===== src/rtl/btn_debouncer_mc.sv =====
// Multi-channel button debouncer: per-channel synchroniser, symmetric debounce filter and press-duration FSM.
// Define BTN_DEBOUNCER_MC_DOUBLE_CLICK_EN to enable double-click detection (adds GAP/PRS2 states).
module btn_debouncer_mc #(
  parameter int unsigned NUM_BTNS            = 4,
  parameter int unsigned CLK_FREQUENCY       = 100000000,
  parameter bit          BUTTON_INPUT_LEVEL  = 1'b1,
  parameter int unsigned DEBOUNCE_MS         = 10,
  parameter int unsigned LONG_PRESS_MS       = 1000,
  parameter int unsigned DOUBLE_CLICK_GAP_MS = 250
) (
  input  logic                clk,
  input  logic                reset,
  input  logic [NUM_BTNS-1:0] usr_btn,
  output logic [NUM_BTNS-1:0] press,
  output logic [NUM_BTNS-1:0] long_press,
  output logic [NUM_BTNS-1:0] click,
  output logic [NUM_BTNS-1:0] long_pulse,
  output logic [NUM_BTNS-1:0] double_click
);

  localparam int unsigned CLKS_PER_MS     = CLK_FREQUENCY / 1000;
  localparam int unsigned DEB_RAW         = CLKS_PER_MS * DEBOUNCE_MS;
  localparam int unsigned DEBOUNCE_CLKS   = (DEB_RAW == 0) ? 1 : DEB_RAW;
  localparam int unsigned LONG_RAW        = (LONG_PRESS_MS == 0) ? 10 * DEBOUNCE_CLKS
                                                                 : CLKS_PER_MS * LONG_PRESS_MS;
  localparam int unsigned LONG_PRESS_CLKS = (LONG_RAW == 0) ? 1 : LONG_RAW;
  localparam int unsigned GAP_RAW         = CLKS_PER_MS * DOUBLE_CLICK_GAP_MS;
  localparam int unsigned GAP_CLKS        = (GAP_RAW == 0) ? 1 : GAP_RAW;
  localparam int unsigned DEB_W           = $clog2(DEBOUNCE_CLKS + 1);
  localparam int unsigned DUR_W           = $clog2(LONG_PRESS_CLKS + 1);
  localparam int unsigned GAP_W           = $clog2(GAP_CLKS + 1);

  if (NUM_BTNS == 0 || NUM_BTNS > 32 || GAP_W == 0) begin : g_param_check
    $error("btn_debouncer_mc: NUM_BTNS must be in 1..32");
  end

`ifdef BTN_DEBOUNCER_MC_DOUBLE_CLICK_EN
  typedef enum logic [2:0] {REL = 3'd0, PRS = 3'd1, LNG = 3'd2, GAP = 3'd3, PRS2 = 3'd4} state_e;
`else
  typedef enum logic [1:0] {REL = 2'd0, PRS = 2'd1, LNG = 2'd2} state_e;
`endif

  for (genvar i = 0; i < int'(NUM_BTNS); i++) begin : g_ch
    logic [1:0]       sync_q;
    logic             s_c;
    logic             toggle_c;
    logic             rise_c;
    logic             fall_c;
    logic             press_q;
    logic [DEB_W-1:0] deb_cnt_q;
    logic [DUR_W-1:0] dur_cnt_q;
    state_e           state_q;
    state_e           state_d;
    logic             long_press_q;
    logic             long_press_d;
    logic             click_q;
    logic             click_d;
    logic             long_pulse_q;
    logic             long_pulse_d;
    logic             at_long_c;

    // Two-flop synchroniser, parked at the released level
    always_ff @(posedge clk or posedge reset) begin
      if (reset) sync_q <= {2{~BUTTON_INPUT_LEVEL}};
      else       sync_q <= {sync_q[0], usr_btn[i]};
    end

    assign s_c       = (sync_q[1] == BUTTON_INPUT_LEVEL);
    assign toggle_c  = (s_c != press_q) && (deb_cnt_q == DEB_W'(DEBOUNCE_CLKS - 1));
    assign rise_c    = toggle_c && !press_q;
    assign fall_c    = toggle_c && press_q;
    assign at_long_c = (dur_cnt_q == DUR_W'(LONG_PRESS_CLKS - 1));

    // Symmetric filter: the input must disagree with press for DEBOUNCE_CLKS cycles
    always_ff @(posedge clk or posedge reset) begin
      if (reset) begin
        press_q   <= 1'b0;
        deb_cnt_q <= '0;
      end else begin
        press_q <= press_q ^ toggle_c;
        if (s_c == press_q || toggle_c) deb_cnt_q <= '0;
        else                            deb_cnt_q <= deb_cnt_q + DEB_W'(1);
      end
    end

    // Press duration, saturating at the long-press threshold
    always_ff @(posedge clk or posedge reset) begin
      if (reset)                                                dur_cnt_q <= '0;
      else if (rise_c)                                          dur_cnt_q <= '0;
      else if (press_q && dur_cnt_q != DUR_W'(LONG_PRESS_CLKS)) dur_cnt_q <= dur_cnt_q + DUR_W'(1);
    end

`ifdef BTN_DEBOUNCER_MC_DOUBLE_CLICK_EN
    logic [GAP_W-1:0] gap_cnt_q;
    logic             dclick_q;
    logic             dclick_d;

    // Released time since a first short click; zero whenever not waiting
    always_ff @(posedge clk or posedge reset) begin
      if (reset)               gap_cnt_q <= '0;
      else if (state_q != GAP) gap_cnt_q <= '0;
      else                     gap_cnt_q <= gap_cnt_q + GAP_W'(1);
    end
`endif

    always_ff @(posedge clk or posedge reset) begin
      if (reset) begin
        state_q      <= REL;
        long_press_q <= 1'b0;
        click_q      <= 1'b0;
        long_pulse_q <= 1'b0;
`ifdef BTN_DEBOUNCER_MC_DOUBLE_CLICK_EN
        dclick_q     <= 1'b0;
`endif
      end else begin
        state_q      <= state_d;
        long_press_q <= long_press_d;
        click_q      <= click_d;
        long_pulse_q <= long_pulse_d;
`ifdef BTN_DEBOUNCER_MC_DOUBLE_CLICK_EN
        dclick_q     <= dclick_d;
`endif
      end
    end

    // Release wins over reaching the long threshold in the same cycle
    always_comb begin
      state_d      = state_q;
      click_d      = 1'b0;
      long_pulse_d = 1'b0;
`ifdef BTN_DEBOUNCER_MC_DOUBLE_CLICK_EN
      dclick_d     = 1'b0;
`endif
      case (state_q)
        REL: if (rise_c) state_d = PRS;
        PRS: begin
          if (fall_c) begin
`ifdef BTN_DEBOUNCER_MC_DOUBLE_CLICK_EN
            state_d = GAP;
`else
            state_d = REL;
            click_d = 1'b1;
`endif
          end else if (at_long_c) begin
            state_d      = LNG;
            long_pulse_d = 1'b1;
          end
        end
        LNG: if (fall_c) state_d = REL;
`ifdef BTN_DEBOUNCER_MC_DOUBLE_CLICK_EN
        GAP: begin
          if (rise_c) begin
            state_d = PRS2;
          end else if (gap_cnt_q == GAP_W'(GAP_CLKS - 1)) begin
            state_d = REL;
            click_d = 1'b1;
          end
        end
        PRS2: begin
          if (fall_c) begin
            state_d  = REL;
            dclick_d = 1'b1;
          end else if (at_long_c) begin
            state_d      = LNG;
            long_pulse_d = 1'b1;
          end
        end
`endif
        default: state_d = REL;
      endcase
      long_press_d = (state_d == LNG);
    end

    assign press[i]      = press_q;
    assign long_press[i] = long_press_q;
    assign click[i]      = click_q;
    assign long_pulse[i] = long_pulse_q;
`ifdef BTN_DEBOUNCER_MC_DOUBLE_CLICK_EN
    assign double_click[i] = dclick_q;
`else
    assign double_click[i] = 1'b0;
`endif
  end

endmodule


===== config.mk =====
export PLATFORM = sky130hd
export DESIGN_NAME = btn_debouncer_mc
export DESIGN_NICKNAME = d
export VERILOG_FILES = /design/src/rtl/btn_debouncer_mc.sv
export SDC_FILE = /design/constraint.sdc
export NUM_CORES = 1
export LEC_CHECK = 0
export ABC_AREA = 1
export CORE_MARGIN = 5
export CORE_UTILIZATION = 37
export CTS_CLUSTER_DIAMETER = 100
export DETAILED_ROUTE_END_ITERATION = 8
export DONT_BUFFER_PORTS = 1
export PLACE_DENSITY_LB_ADDON = 0.08
export SETUP_SLACK_MARGIN = 0.02
export SLEW_MARGIN = 10
export SYNTH_ARGS = -nofsm -noshare
export SYNTH_HDL_FRONTEND = slang
export SYNTH_SLANG_ARGS = --single-unit

===== constraint.sdc =====
create_clock -name clk -period 11.2 [get_ports clk]
set_clock_uncertainty 0.15 [all_clocks]
set_input_delay 3.36 -clock clk [delete_from_list [all_inputs] [get_ports clk]]
set_output_delay 3.36 -clock clk [all_outputs]
set_load 0.03 [all_outputs]

==> results of run 1 <==
[layout make-up]
cell class                 count  area, um^2  share of cell area [%]
timing repair buffer           5       37.54                  0.2411
tap                          518       648.1                   4.164
clock inverter                 6       62.56                  0.4019
inverter                     284        1079                   6.929
clock buffer                  42       824.5                   5.297
sequential                   220        5505                   35.37
multi-input combinational   1611        7410                   47.60
[state kept, by name (all words and copies together) (netlist names), named ones only]
signal             flops
g_ch.click_q           4
g_ch.deb_cnt_q        80
g_ch.dur_cnt_q       108
g_ch.long_press_q      4
g_ch.long_pulse_q      4
g_ch.state_q           8
g_ch.sync_q            8
[power by group through the flow]
stage	logic, uW	registers [uW]	clock network [uW]
2_1_floorplan	24.9	817	0
3_3_place_gp	33.2	817	0
3_5_place_dp	33.5	818	0
4_1_cts	33.5	803	912
5_1_grt	38.2	803	939
6_report	31.2	804	870
[path summary, 6_finish.rpt]
path	slack, ns	end	start	cells past startpoint
worst max-delay path	6.38	press[1]	register	0
worst min-delay path	0.20	g_ch[2].sync_q[1]	g_ch[2].sync_q[0]	0
worst max register to register	8.45	g_ch[1].dur_cnt_q[4]	g_ch[1].deb_cnt_q[0]	8
worst min register to register	0.20	g_ch[2].sync_q[1]	g_ch[2].sync_q[0]	0
max in group asynchronous	6.89	g_ch[0].dur_cnt_q[0]	reset	2
min in group asynchronous	2.64	g_ch[2].long_pulse_q	reset	1
[placed cells by master, fill, tap and decap left out, types with 2 or more instances in the layout]
master,n
a21oi_1,4
a31oi_1,3
and3_1,3
buf_4,5
clkbuf_1,8
clkbuf_16,29
clkbuf_8,5
clkinv_2,2
clkinvlp_4,3
conb_1,4
dfrtp_1,220
ha_1,12
inv_1,270
inv_2,11
inv_4,2
nand2_1,698
nand2_2,4
nand2_4,2
nand3_1,238
nand3b_1,35
nand4_1,43
nor2_1,368
nor2_2,12
nor3_1,51
nor3_2,4
nor3b_1,12
o21ai_0,22
o21ai_1,2
o21ai_2,2
o21bai_1,5
o21bai_4,2
or2_2,2
xnor2_1,2
xor2_1,75
[through the flow]
stage          instances  power (uW)  setup slack, ns
2_1_floorplan       2173       841.7            1.669
3_3_place_gp        2638       850.6            6.220
6_report            2686        1705            6.376
3_5_place_dp        2638       851.0            6.197
5_1_grt             2686        1780            6.313
4_1_cts             2686        1749            6.340
[per-layer routing]
| layer | part of all wire [%] | track usage, % | vias to the layer above | wire, um |
|---|---|---|---|---|
| li1 | - | - | 6697 | - |
| met1 | 51 | 24.61 | 5844 | 18080 |
| met2 | 44 | 26.69 | 166 | 15460 |
| met3 | 3.5 | 2.359 | 44 | 1242 |
| met4 | 2.1 | 3.659 | 0 | 737 |
| met5 | 0 | 0 | - | 0 |
[kinds of logic (layout without fill, tap and decap cells)]
logic type	after synthesis	count (layout)	share of synthesized area, %
XOR/XNOR	77	77	4.699
AO/OA/AOI/OAI	42	42	1.857
adder cells (fa/ha/maj)	12	12	1.046
AND/OR/NAND/NOR	1476	1476	43.92
flip-flops	220	220	38.36
other	1	4	0.02613
buffers and inverters	342	337	10.10
==> results.md, run 1 <==
- Period utilisation layout: 43.07%
- YS warnings: 0
- Dpl hpwl: 25500 um
- Count leader, synth: nand2_1
- Number of top-level pins: 26
- H-tree Lvls: 1
- Hold Path Class: register to register
- Post-synthesis average cell area: 6.614 um^2
- Max VDD drop: 0.0001025 V
- WP data required: 7.69 ns
- Min Hold Slack: 0.1966 ns
- Global-route wire length before repair: 60360 um
- Leak Pwr: 0.007457 uW
- Vias in the first global route: 12020
- Slew @ Worst Pin: 1.149 ns
- TritonCTS buffer count: 28
- Gate power share: 1.8%
- Chip height: 207.0 um
- Max frequency: 207.3 MHz
- Worst Path Max Fanout: 12
- Synth Cell Area: 0.01435 mm^2
- Post-synth top area cell: dfrtp_1
- Crit start category: register
- Post-DP Area: 0.01468 mm^2
- Async set-reset flop share out of synthesis: 100.0%
- Die area: 0.04283 mm^2
- Clock latency at the later pin of the worst-skew pair: 0.56 ns
- Clk pin slew, worst setup/hold paths: 0.06 ns
- Maxcap violations: 0
- Crit. End Element: output pin
- Synth area leaders: dfrtp_1 38%, nand2_1 18%, nor2_1 9.6%
- Int Pwr: 1330 uW
- Flop pwr share: 47.1%
- Antenna-violating nets left: 0
- Register area share after synthesis: 38.36%
- Crit path DAT: 1.31 ns
- Initial Utilization: 37.22%
- Largest net degree at the start of global routing: 104
- Total GRT Usage: 16.83%
- Post-Syn Instances: 2170
- # DRC: 0
- P&R area growth vs syn: 8.456%
- Avg WL per Cell: 13.22 um
- Crit Path Class: register to output pin
- Slew HR: 23.15%
- GP Congestion: 0.8534
- Power Density: 109.5 mW/mm^2
- Final net count: 2168
- Yosys reg bits: 220
- # setup viols final: 0
- Yosys top cell area share: 38.36%
- Port buffer count: 0
- Layout cells sized above 1: 4.151%
- Drt pass-1 iters: 6
- Gr ovfl total: 0
- Clock period minus worst slack: 4.824 ns
- Core area: 0.03856 mm^2
- Post-synth top cells: 698 x nand2_1, 368 x nor2_1, 271 x inv_1
- Vias per cell: 4.747
- Clock Power Share: 51.0%
- Post-route cell area: 0.01557 mm^2
- Switching pwr: 375.1 uW
- Top_reg_cell synth: dfrtp_1
- Cell Rows: 72
- Number of enable flip-flop cells after synthesis: 0
- CTS tree: done
- Setup tns final: 0 ns
- RSZ-0062 raised after global routing: no
- Initial antenna violation count: 0
- Status: finished, final reports clean
- Vias after detailed routing: 12750
- # fillers: 4154
- Final core utilization: 40.37%
- Net Sw Frac: 22.00%
- Ant diodes: 0
- Synth unique cells: 38
- Die X: 207.0 um
- Fin. Hold Viols: 0
- Hold_buf cts: 0
- Setup repair bufs after CTS: 0
- PostCTS Resize Cnt: 0
- Clock Sinks: 220
- Clock Root Buffer: clkbuf_16
- Slew Limit Fails: 0
- Iter 0 DRT Violations: 768
- Maximum root-to-sink buffer count: 3
- Final WL: 35520 um
No activity file was read; power rests on OpenSTA's default activity.
==> inputs of run 2 (changes only) <==
- clock period: 11.2 -> 4.2 ns (I/O delays scaled with it)
==> results.md, run 2 (same netlist as run 1, synthesis figures left out) <==
- Die X: 207.0 um (unchanged)
- Slew @ Worst Pin: 0.9113 ns (-0.2380 ns)
- Leak Pwr: 0.007573 uW (+1.6%)
- Fin. Hold Viols: 0 (unchanged)
- Ant diodes: 0 (unchanged)
- Setup tns final: 0 ns (unchanged)
- Post-route cell area: 0.01578 mm^2 (+1.4%)
- Post-DP Area: 0.01479 mm^2 (+0.72%)
- Status: finished, final reports clean
- Final WS setup: 1.447 ns (-4.929 ns)
- Core area: 0.03856 mm^2 (unchanged)
- Max VDD drop: 0.0004775 V (+370%)
- Layout cells sized above 1: 4.775% (+0.62 points)
- Largest net degree at the start of global routing: 58 (-44%)
- Crit Path Class: register to output pin
- Total GRT Usage: 17.20% (+0.37 points)
- Min Hold Slack: 0.1968 ns (+0.0001120 ns)
- Chip height: 207.0 um (unchanged)
- CTS tree: done
- Avg WL per Cell: 13.22 um (about the same)
- Iter 0 DRT Violations: 762 (-0.78%)
- Antenna-violating nets left: 0 (unchanged)
- Clock Root Buffer: clkbuf_16
- Drt pass-1 iters: 5 (-1)
- Crit start category: register
- Clock latency at the later pin of the worst-skew pair: 0.57 ns (about the same)
- Hold_buf cts: 0 (unchanged)
- Initial Utilization: 37.22% (unchanged)
- Clock Sinks: 220 (unchanged)
- Setup repair bufs after CTS: 0 (unchanged)
- Cell Rows: 72 (unchanged)
- RSZ-0062 raised after global routing: no
- Period utilisation layout: 65.55%
- H-tree Lvls: 1 (unchanged)
- Gr ovfl total: 0 (unchanged)
- TritonCTS buffer count: 27 (-3.6%)
- Commonest non-fill, non-tap cell in the layout: nand2_1
- Max frequency: 363.2 MHz
- P&R area growth vs syn: 9.964%
- Initial antenna violation count: 0 (unchanged)
- Port buffer count: 0 (unchanged)
- Hold Path Class: register to register
- Dpl ws: 1.651 ns (-4.546 ns)
- Crit path DAT: 1.34 ns (+0.03 ns)
- # DRC: 0 (unchanged)
- PostCTS Resize Cnt: 0 (unchanged)
- Clk pin slew, worst setup/hold paths: 0.06 ns (about the same)
- Slew Limit Fails: 0 (unchanged)
- WP data required: 2.79 ns (-4.90 ns)
- Maxcap violations: 0 (unchanged)
- Max FFs per register: 108 (unchanged)
- Commonest non-fill, non-tap cells in the layout: 698 x nand2_1, 368 x nor2_1, 270 x inv_1
- Vias after detailed routing: 12750 (+0.0078%)
- Die area: 0.04283 mm^2 (unchanged)
- Crit. End Element: output pin
- # setup viols final: 0 (unchanged)
- Worst Path Max Fanout: 12 (unchanged)
- Number of top-level pins: 26 (unchanged)
- Vias in the first global route: 12450 (+3.5%)
- Slew HR: 39.12% (+16 points)
- Power Density: 306.2 mW/mm^2 (+180%)
- GP Congestion: 0.8595 (+0.71%)
- Global-route wire length before repair: 61900 um (+2.5%)
- Vias per cell: 4.730 (-0.36%)
- Dpl hpwl: 25610 um (+0.46%)
- Clock period minus worst slack: 2.753 ns
- Reg with most FFs: g_ch.dur_cnt_q
- Maximum root-to-sink buffer count: 3 (unchanged)
- # fillers: 4149 (-0.12%)
- Final WL: 35650 um (+0.37%)
- Largest regs: g_ch.dur_cnt_q (108), g_ch.deb_cnt_q (80)
- Final net count: 2175 (+0.32%)
[run 2: path summary, 6_finish.rpt]
check	start	depth (start not counted)	end	slack, ns
min reg2reg	g_ch[2].sync_q[0]	0	g_ch[2].sync_q[1]	0.20
min	g_ch[2].sync_q[0]	0	g_ch[2].sync_q[1]	0.20
max in group asynchronous	reset	2	g_ch[0].dur_cnt_q[2]	2.49
max reg2reg	g_ch[2].dur_cnt_q[0]	9	g_ch[2].dur_cnt_q[25]	1.66
min in group asynchronous	reset	1	g_ch[2].state_q[1]	0.60
max	register	0	press[1]	1.45
[run 2: per-layer routing]
metal	track usage, %	wire (um)	part of all wire [%]
met4	4.060	845	2.4
met1	24.01	17460	49
met5	0	0	0
met2	28.16	15890	45
met3	2.812	1459	4.1
[run 2: power breakdown]
group	switching, uW	total, uW	internal [uW]
clock	957	2600	1640
sequential	8.65	2140	2130
combinational	72.7	91.5	18.8
[run 2: final cells by class]
cell class              instances  area [um^2]  area share (%)
clock inverters                10        182.7           1.157
flip-flops and latches        220         5505           34.88
repair buffers                 13        147.6          0.9355
multi-input cells            1611         7410           46.95
well taps                     518        648.1           4.107
inverters                     284         1075           6.810
clock buffers                  40        814.5           5.161
[run 2: stage by stage]
stage	power, uW	utilization (%)	cells
6_report	4832	40.93	2696
5_1_grt	5036	40.93	2696
4_1_cts	4945	40.93	2696
3_5_place_dp	2278	38.35	2646
3_3_place_gp	2277	38.35	2646
2_1_floorplan	2245	-	2173
==> inputs of run 3 (changes only) <==
- clock period: 4.2 -> 2.8 ns (I/O delays scaled with it)
==> results.md, run 3 (same netlist as run 1, synthesis figures left out) <==
- CP endpoint: g_ch[3].dur_cnt_q[19]
- Initial antenna violation count: 0 (unchanged)
- Largest net degree at the start of global routing: 95 (+64%)
- Tot Pwr: 7231 uW (+50%)
- Crit start category: register
- Slew HR: 63.73% (+25 points)
- Hold Path Class: input pin to async pin
- RSZ-0062 raised after global routing: no
- H-tree Lvls: 1 (unchanged)
- Final WL: 35240 um (-1.2%)
- Clock Sinks: 220 (unchanged)
- Max FFs per register: 108 (unchanged)
- Clk pin slew, worst setup/hold paths: 0.06 ns (about the same)
- Core area: 0.03856 mm^2 (unchanged)
- Status: finished, final reports clean
- Setup tns final: 0 ns (unchanged)
- Clock latency at the later pin of the worst-skew pair: 0.55 ns (-0.02 ns)
- # setup viols final: 0 (unchanged)
- Vias in the first global route: 12230 (-1.8%)
- Antenna-violating nets left: 0 (unchanged)
- Slew @ Worst Pin: 0.5420 ns (-0.3693 ns)
- Iter 0 DRT Violations: 663 (-13%)
- Commonest non-fill, non-tap cell in the layout: nand2_1
- Leak Pwr: 0.007601 uW (+0.36%)
- Maxcap violations: 0 (unchanged)
- Slew Limit Fails: 0 (unchanged)
- R2r setup slk: 0.56 ns (-1.10 ns)
- Max frequency: 446.1 MHz
- Final net count: 2181 (+0.28%)
- Total GRT Usage: 16.88% (-0.32 points)
- # fillers: 4215 (+1.6%)
- Period utilisation layout: 80.06%
- P&R area growth vs syn: 10.25%
- Port buffer count: 0 (unchanged)
- Chip height: 207.0 um (unchanged)
- Drt pass-1 iters: 5 (unchanged)
- Largest regs: g_ch.dur_cnt_q (108), g_ch.deb_cnt_q (80)
- Layout cells sized above 1: 5.085% (+0.31 points)
- CTS tree: done
- Crit Path Class: register to register
- PostCTS Resize Cnt: 0 (unchanged)
- Dpl hpwl: 25690 um (+0.31%)
- Initial Utilization: 37.22% (unchanged)
- Crit. End Element: register
- Maximum root-to-sink buffer count: 3 (unchanged)
- TritonCTS buffer count: 27 (unchanged)
- Gr ovfl total: 0 (unchanged)
- Avg WL per Cell: 13.05 um (-1.3%)
- Setup repair bufs after CTS: 0 (unchanged)
- Clock period minus worst slack: 2.242 ns
- Die area: 0.04283 mm^2 (unchanged)
- Crit path launch: g_ch[3].dur_cnt_q[0]
- Worst Path Max Fanout: 12 (unchanged)
- WP data required: 3.09 ns (+0.30 ns)
- Power Density: 457.0 mW/mm^2 (+49%)
- Cell Rows: 72 (unchanged)
- Hold_buf cts: 0 (unchanged)
- Commonest non-fill, non-tap cells in the layout: 698 x nand2_1, 368 x nor2_1, 270 x inv_1
- Clock Root Buffer: clkbuf_16
- # DRC: 0 (unchanged)
- Max VDD drop: 0.0004146 V (-13%)
- R2R cell count: 9 (unchanged)
- GP Congestion: 0.8759 (+1.9%)
- Worst R2R Start: g_ch[3].dur_cnt_q[0]
- Reg with most FFs: g_ch.dur_cnt_q
- Number of top-level pins: 26 (unchanged)
- Vias per cell: 4.721 (-0.19%)
- Fin. Hold Viols: 0 (unchanged)
- Crit path DAT: 2.53 ns (+1.19 ns)
- Vias after detailed routing: 12750 (-0.0078%)
- Worst R2R End: g_ch[3].dur_cnt_q[19]
- Ant diodes: 0 (unchanged)
- Global-route wire length before repair: 60840 um (-1.7%)
- Die X: 207.0 um (unchanged)
-- run 3: worst min-delay path by stage --
stage | startpoint | endpoint | depth (start not counted) | slack (ns)
floorplan | g_ch[0].sync_q[0] | g_ch[0].sync_q[1] | 0 | 0.18
global placement | g_ch[1].sync_q[0] | g_ch[1].sync_q[1] | 0 | 0.19
detailed placement | g_ch[1].sync_q[0] | g_ch[1].sync_q[1] | 0 | 0.19
CTS | reset | g_ch[2].sync_q[0] | 2 | 0.07
global route | reset | g_ch[2].sync_q[1] | 2 | 0.1
finish | reset | g_ch[2].sync_q[0] | 2 | 0.09
-- run 3: final cells by class --
cell class / count / area (um^2) / area share, %
inverters: 284 / 1075 / 6.792
well taps: 518 / 648.1 / 4.096
clock inverters: 11 / 186.4 / 1.178
repair buffers: 19 / 192.7 / 1.218
multi-input cells: 1611 / 7410 / 46.83
clock buffers: 38 / 807.0 / 5.100
flip-flops and latches: 220 / 5505 / 34.79
-- run 3: critical path: stages (launching register included) --
cell      delay [ns]
dfrtp_1         0.39
inv_1           0.11
ha_1            0.20
nand3_1         0.08
nor2_1          0.11
nand2_1         0.12
o21bai_4        0.34
nand2_1         0.35
nand3_1         0.19
nand2_1         0.06
-- run 3: layer usage --
| layer | GRT usage [%] | wire (um) | vias to the layer above |
|---|---|---|---|
| li1 | - | - | 6723 |
| met1 | 23.93 | 17490 | 5812 |
| met2 | 27.34 | 15690 | 157 |
| met3 | 2.390 | 1142 | 59 |
| met4 | 4.320 | 917 | 0 |
| met5 | 0 | 0 | - |
-- run 3: power by group --
group / total (uW) / switching (uW) / internal, uW
clock network: 3880 / 1420 / 2460
registers: 3210 / 11.9 / 3200
logic: 141 / 110 / 31.0
total: 7230 / 1550 / 5690
-- run 3: stage by stage --
| stage | cell area (um^2) | setup WS (ns) | utilization [%] | hold WS [ns] | std cells |
|---|---|---|---|---|---|
| finish | 15820 | 0.5584 | 41.04 | 0.09264 | 2701 |
| global route | 15820 | 0.3054 | 41.04 | 0.09966 | 2701 |
| CTS | 15820 | 0.4939 | 41.04 | 0.06604 | 2701 |
| detailed placement | 14830 | 0.5138 | 38.46 | 0.1887 | 2652 |
| global placement | 14830 | 0.5315 | 38.46 | 0.1850 | 2652 |
| floorplan | 14370 | -1.058 | - | 0.1812 | 2173 |
